## src/rtl/dmem_responder.sv

```systemverilog
// Word-addressed data memory behind a valid/ready request channel: fixed
// request-to-response latency, one-cycle response strobe, fault on bad address.
module dmem_responder #(
  parameter int AW  = 6,
  parameter int LAT = 2
) (
  input  logic        clk,
  input  logic        reset,
  input  logic        req_valid,
  output logic        req_ready,
  input  logic        req_we,
  input  logic [31:0] req_addr,
  input  logic [31:0] req_wdata,
  output logic        rsp_valid,
  output logic [31:0] rsp_rdata,
  output logic        rsp_err,
  output logic        busy
);

  typedef enum logic [1:0] {IDLE, WAIT, RESP} state_t;

  localparam logic [3:0] CNT_LOAD = 4'(LAT - 1);

  state_t        state_q, state_d;
  logic [3:0]    cnt_q, cnt_d;
  logic          op_we_q;
  logic          op_err_q;
  logic [AW-1:0] op_idx_q;
  logic [31:0]   op_wdata_q;
  logic [31:0]   mem_q [2**AW];
  logic [31:0]   rdata_q;

  logic          accept;
  logic          req_err;
  logic [AW-1:0] req_idx;
  logic          cur_we;
  logic          cur_err;
  logic [AW-1:0] cur_idx;
  logic [31:0]   cur_wdata;
  logic          commit;

  assign req_ready = (state_q != WAIT);
  assign accept    = req_valid && req_ready;
  assign req_idx   = req_addr[AW+1:2];
  assign req_err   = (req_addr[1:0] != 2'b00) || (req_addr[31:AW+2] != '0);

  // With LAT=1 the accept edge is also the edge entering RESP, so the memory
  // access has to use the live request rather than the captured copy.
  generate
    if (LAT == 1) begin : g_direct
      assign cur_we    = req_we;
      assign cur_err   = req_err;
      assign cur_idx   = req_idx;
      assign cur_wdata = req_wdata;
    end else begin : g_captured
      assign cur_we    = op_we_q;
      assign cur_err   = op_err_q;
      assign cur_idx   = op_idx_q;
      assign cur_wdata = op_wdata_q;
    end
  endgenerate

  assign commit = reset && (state_d == RESP);

  always_comb begin
    state_d   = state_q;
    cnt_d     = cnt_q;
    rsp_valid = 1'b0;
    rsp_err   = 1'b0;
    rsp_rdata = '0;
    busy      = (state_q != IDLE);
    case (state_q)
      IDLE, RESP: begin
        if (accept) begin
          cnt_d   = CNT_LOAD;
          state_d = (LAT == 1) ? RESP : WAIT;
        end else begin
          state_d = IDLE;
        end
        if (state_q == RESP) begin
          rsp_valid = 1'b1;
          rsp_err   = op_err_q;
          rsp_rdata = (op_err_q || op_we_q) ? 32'd0 : rdata_q;
        end
      end
      WAIT: begin
        cnt_d = cnt_q - 4'd1;
        if (cnt_q == 4'd1) begin
          state_d = RESP;
        end
      end
      default: state_d = IDLE;
    endcase
  end

  always_ff @(posedge clk or negedge reset) begin
    if (!reset) begin
      state_q    <= IDLE;
      cnt_q      <= 4'd0;
      op_we_q    <= 1'b0;
      op_err_q   <= 1'b0;
      op_idx_q   <= '0;
      op_wdata_q <= '0;
    end else begin
      state_q <= state_d;
      cnt_q   <= cnt_d;
      if (accept) begin
        op_we_q    <= req_we;
        op_err_q   <= req_err;
        op_idx_q   <= req_idx;
        op_wdata_q <= req_wdata;
      end
    end
  end

  // Array contents survive reset; the access happens on the edge entering RESP.
  always_ff @(posedge clk) begin
    if (commit && !cur_err) begin
      if (cur_we) begin
        mem_q[cur_idx] <= cur_wdata;
      end else begin
        rdata_q <= mem_q[cur_idx];
      end
    end
  end

endmodule

```

## config.mk

```make
export PLATFORM = sky130hd
export DESIGN_NAME = dmem_responder
export DESIGN_NICKNAME = d
export VERILOG_FILES = /design/src/rtl/dmem_responder.sv
export SDC_FILE = /design/constraint.sdc
export NUM_CORES = 2
export LEC_CHECK = 0
export BUFFER_PORTS_ARGS = -buffer_cell sky130_fd_sc_hd__buf_2
export CORE_MARGIN = 2
export CORE_UTILIZATION = 50
export DETAILED_ROUTE_END_ITERATION = 8
export PLACE_DENSITY_LB_ADDON = 0.08
export SYNTH_ARGS = -nofsm -noshare
export SYNTH_HDL_FRONTEND = slang
export SYNTH_SLANG_ARGS = --single-unit
```

## constraint.sdc

```tcl
create_clock -name clk -period 11.2 [get_ports clk]
set_input_delay 0.56 -clock clk [delete_from_list [all_inputs] [get_ports clk]]
set_output_delay 0.56 -clock clk [all_outputs]
set_load 0.05 [all_outputs]
```

## Word level (Yosys, flattened, before mapping)

Memories as Yosys holds them, arrays and structs flattened. A register that Yosys moved wholly into a read port is not among the register bits.
Cells that the tools add are included.

| storage, ports and cells | value |
|---|---|
| bits in writable memories | 2048 |
| input bits | 68 |
| register bits after elaboration | 46 |
| memories | 1 |
| output and inout bits | 36 |
| word-level logic and storage cells | 44 |

| cells by class | value |
|---|---|
| add/subtract/negate cells | 1 |
| bitwise logic cells | 1 |
| reduce and logical (&&, ||, !) cells | 14 |
| eq/ne operators | 6 |
| mux-type cells | 15 |

Memories:

| name | words | width | read ports | clocked after memory_dff | write ports | RTL line | text |
|---|---|---|---|---|---|---|---|
| mem_q | 64 | 32 | 1 | 1 | 1 | 30 | `logic [31:0] mem_q [2**AW];` |

Operators with widths:

| kind | count |
|---|---|
| 2-to-1 mux 32 bit | 3 |
| nonzero test 24 bit | 1 |
| 2-to-1 mux 1 bit | 8 |
| case mux 4 bit (2 select lines) | 1 |
| nonzero test 2 bit | 3 |
| == test 2 bit (second input constant) | 2 |
| == test 4 x 1 -> 1 bit (second input constant) | 1 |
| 2-to-1 mux 4 bit | 1 |
| case mux 2 bit (2 select lines) | 1 |
| AND reduction 2 bit | 2 |
| subtractor 4 x 1 -> 4 bit (second input constant) | 1 |
| logical AND 1 bit | 3 |
| == test 2 x 1 -> 1 bit (second input constant) | 1 |
| zero test 2 bit | 1 |
| logical OR 1 bit | 2 |
| 2-to-1 mux 2 bit | 1 |
| inequality test 2 x 1 -> 1 bit (second input constant) | 1 |
| inequality test 2 bit (second input constant) | 1 |
| OR reduction 2 bit | 1 |
| zero test 1 bit | 1 |
| inverter 1 bit | 1 |

## Logic depth before layout (Yosys ltp)

| depth | value |
|---|---|
| depth in word-level cells | 9 |
| gate-level depth with buffers | 12 |
| depth with buffers taken out | 8 |

## Worst setup path before layout

No wires, ideal clock.

| path | value |
|---|---|
| path kind | flip-flop to flip-flop |
| start point | reg state_q[1] |
| end point | reg rdata_q[0], read port of mem_q, enable pin |
| path buffers | 0 |
| arrival | 3401 ps |
| library setup time | 461 ps |
| slack | 7338 ps |
| stages on the path, launching flop included | 5 |
| required time | 10739 ps |
| clock period less this slack | 3862 ps |
| path through | dfrtp_1 -> nand2b_1 -> nor2b_1 -> nand2_1 -> nor3_1 |

| on the way | value |
|---|---|
| longest elaborated chain between the ends | 8 |
| elaborated cells between the ends (all ways) | 13 |
| classes of those cells | eq/ne (4); mux (3); reduce/logical (6) |

Ends and longest elaborated chain:

| item | RTL line | text |
|---|---|---|
| from (decl) | 24 | `state_t state_q, state_d;` |
| from (signal assigned) | 105 | `state_q <= state_d;` |
| inequality test 2 x 1 -> 1 bit | 42 | `assign req_ready = (state_q != WAIT);` |
| net req_ready | 10 | `output logic req_ready,` |
| logical AND 1 bit | 43 | `assign accept = req_valid && req_ready;` |
| 2-to-1 mux 1 bit | 74 | `if (accept) begin` |
| case mux 2 bit (2 select lines) | 72 | `case (state_q)` |
| == test 2 bit | 63 | `assign commit = reset && (state_d == RESP);` |
| logical AND 1 bit | 63 |  |
| logical AND 1 bit | 118 | `if (commit && !cur_err) begin` |
| AND reduction 2 bit (no source line) | n/a |  |
| to (decl) | 31 | `logic [31:0] rdata_q;` |

The timed path passes the listed nets, and every way through them passes these cells.
A chain may end at the register's enable or synchronous reset.

## Worst setup path in the final report

| path | value |
|---|---|
| start point | reg op_idx_q[1] (netlist: cur_idx[1]) |
| end point | mem mem_q[19][10], enable pin |

RTL lines:

| item | RTL line | text |
|---|---|---|
| from (decl) | 28 | `logic [AW-1:0] op_idx_q;` |
| from (signal assigned) | 110 | `op_idx_q <= req_idx;` |
| to (decl) | 30 |  |

No word-level cell before the write port.

==> flow_metrics.tcl <==
set metrics [dict create \
    worstSetupEndpointType "flop" \
    cp_data_required_time_ns 11.68 \
    powerDensity_nw_per_um2 275.2 \
    worstSetupPathType "reg -> reg" \
    die-area_um2 164200 \
    crit_chain "buf_4, nand2_2, buf_4, nor2_4, buf_4, nand2_1, nor2_4, buf_4" \
    max_slew_margin 0.04700 \
    clk_latency_ns 0.86 \
    layout-drive-gt1-share 0.1640 \
    root_buffer "clkbuf_16" \
    worst-path-buf-inv 4 \
    htreeDepth 4 \
    grt_pass1_vias 45710 \
    rsz0062_at_grt "false" \
    place_area_um2 84120 \
    setup_violations 0 \
    grt_pass1_wl_um 366700 \
    grt_overflow_total 0 \
    drt_iter0_markers 7174 \
    grt_max_degree 128 \
    cp-start-kind "flop" \
    avgSynthCellArea_um2 17.42 \
    synth_top_area_cell "edfxtp_1" \
    initial_utilization 0.5025 \
    final_hold_viol_count 0 \
    fillers 12230 \
    core-area_um2 160200 \
    synth.top_cell.area_share 0.7759 \
    peakVddDrop_v 0.0002428 \
    vias_per_cell 6.752 \
    synth_nets 4691 \
    outcome "complete, no violations" \
    hp-class "in -> reg" \
    synthArstFlopShare 0.02164 \
    synth_flop_cell "edfxtp_1" \
    finalSetupTns_ns 0 \
    min_period_ns 5.249 \
    power.leakage_nw 28.53 \
    finalWirelength_um 265500 \
    grtUsageTotal 0.3225 \
    crit_top_cell "buf_4" \
    ios 104 \
    skew_ns 0.02860 \
    cp_top_family "buffers and inverters" \
    post-route-cell-area_um2 91320 \
    nets 4875 \
    max_stage_delay_ns 0.89 \
    clock_path_buffers 3 \
    cts_buffers 215 \
    ant_nets 0 \
    syn-instance-count 4621 \
    clk_pin_slew_ns 0.06 \
    wl_per_cell_um 37.15 \
    yosys_warnings 0 \
    synth_area_leaders "edfxtp_1 78%, a22oi_1 4.4%, a221oi_1 3.3%" \
    vias 48260 \
    worst_slew_pin_slew_ns 1.415 \
    yosysUniqueCellTypes 63 \
    min_period_over_period 0.4687 \
    first_pass_iters 6 \
    areaGrowthSynthToFinish_pct 13.44 \
    syn_area_um2 80500 \
    cap_violations 0 \
    cts_tree "yes" \
    slowest_stage "nor2_4" \
    die_w_um 405.3 \
    drv_slew 0 \
    ys_ff_latch 2126 \
    worst_hold_slack_ns 0.07053 \
    synth_seq_area_share 0.7902 \
    die_h_um 405.3 \
    gp_congestion 0.8432 \
    path_max_fanout 61 \
    floorplan.rows 147 \
    max_clock_freq_mhz 190.5 \
    io_buffers 103 \
    cts_setup_buffers 0 \
    drcViolationCount 0 \
    dp_hpwl_um 151700 \
    cts.sinks 2126 \
    worstPathArrival_ns 5.72 \
    antenna_found_initial 15 \
    synth_edf_count 2080 \
]
## worst min-delay path: stages
cell and delay [ns]:
buf_2 0.07, nor4_1 0.04, nand3_1 0.06, nor2_1 0.03, o21ai_0 0.13
## path summary, 6_finish.rpt
path / startpoint / end / slack (ns) / cells past startpoint
max: cur_idx[1] / mem_q[19][10] / 5.95 / 8
min: req_addr[29] / cur_err / 0.07 / 5
max reg2reg: cur_idx[1] / mem_q[19][10] / 5.95 / 8
min reg2reg: cur_wdata[4] / cur_wdata[4] / 0.51 / 1
max in group asynchronous: reset / cur_idx[1] / 9.84 / 3
min in group asynchronous: reset / cur_we / 0.20 / 2
## synth_stat cells, types with 4 or more instances
cell / number
or3_1: 20
o21a_1: 9
mux4_2: 12
buf_4: 16
buf_1: 51
nor3b_1: 4
o22a_1: 7
o21ai_0: 155
mux2_2: 109
a22o_1: 36
mux2i_1: 100
a221oi_1: 303
nand3_1: 19
a21oi_1: 133
a211oi_1: 43
buf_6: 15
nor2b_1: 17
buf_2: 135
mux2_1: 4
a32oi_1: 5
a222oi_1: 7
or4_1: 9
o32ai_1: 12
a221o_1: 17
a2111oi_0: 4
nor2_1: 201
dfrtp_1: 46
a22oi_1: 477
and4_1: 6
clkbuf_1: 130
nand2b_1: 14
nor4_1: 19
o21bai_1: 4
o311ai_0: 4
a31oi_1: 13
and2_1: 37
edfxtp_1: 2080
o221ai_1: 7
o31ai_1: 6
nand4_1: 14
nand2_1: 85
o2111ai_1: 7
o22ai_1: 156
nor3_1: 38
and3b_1: 5
## layout make-up
class | instances | area (µm²) | area share
flip-flops and latches | 2126 | 63670 | 0.6972
multi-input cells | 2143 | 15850 | 0.1735
clock buffers | 276 | 5713 | 0.06256
well taps | 2160 | 2703 | 0.02959
repair buffers | 314 | 2290 | 0.02507
clock inverters | 123 | 1079 | 0.01181
inverters | 5 | 21.27 | 0.0002329
diodes | 1 | 2.502 | 0.00002740
## sequential cells by signal, indices dropped and copies added (netlist names)
register   flops
cnt_q          4
cur_err        1
cur_idx        6
cur_wdata     32
cur_we         1
mem_q       2048
rdata_q       32
state_q        2
## report_power, final
group	internal [mW]	switching (mW)
registers	10.1	0.399
clock network	3.99	3.01
logic	2.00	5.64
total	16.1	9.05
## what timing repair did
| item | in CTS | in global routing |
|---|---|---|
| hold endpoints to repair | 67 | 0 |
| gates resized for setup | 0 | 0 |
| setup endpoints to repair | 0 | 0 |
| hold buffers | 40 | 0 |
## cell usage in the layout, fill, tap and decap left out, types with 34 or more instances in the layout
cell type	instances
buf_2	102
mux2_2	109
and2_1	34
nor2_4	68
edfxtp_1	2080
clkbuf_16	218
nor2_1	134
nand2_1	80
clkinv_1	55
a22o_1	36
clkbuf_1	54
a221oi_1	303
nor3_1	35
o21ai_0	155
mux2i_1	100
clkinv_2	37
a22oi_1	477
dlygate4sd3_1	40
a21oi_1	133
a211oi_1	43
buf_4	165
o22ai_1	156
## through the flow
| step | util | std cells | worst slack, ns | power (mW) |
|---|---|---|---|---|
| floorplan | - | 4621 | 7.338 | 14.84 |
| CTS | 0.5700 | 7146 | 6.022 | 25.05 |
| detailed placement | 0.5251 | 6707 | 6.038 | 18.15 |
| global route | 0.5700 | 7147 | 5.848 | 25.84 |
| global placement | 0.5251 | 6707 | 6.086 | 18.07 |
| finish | 0.5700 | 7148 | 5.951 | 25.13 |
## routing by layer
metal  global-route usage  vias up  part of all wire
met2               0.4938     2875              0.46
met3              0.07259      426              0.11
met5                    0        -           0.00020
li1                     -    19650                 -
met4               0.1038        8             0.034
met1               0.4614    25310              0.40
## cells by family (layout without fill, tap and decap cells)
logic type | Yosys count | in the layout | share of synthesized area
compound gates | 1419 | 1419 | 0.1276
xor+xnor | 2 | 2 | 0.0002176
fa+ha+maj | 2 | 2 | 0.0003108
buf+inv | 352 | 718 | 0.02066
flops | 2126 | 2126 | 0.7902
mux | 225 | 225 | 0.03160
other cells | 0 | 1 | 0
simple gates | 495 | 495 | 0.02939
Note: power is estimated with default switching activity, not from simulation.
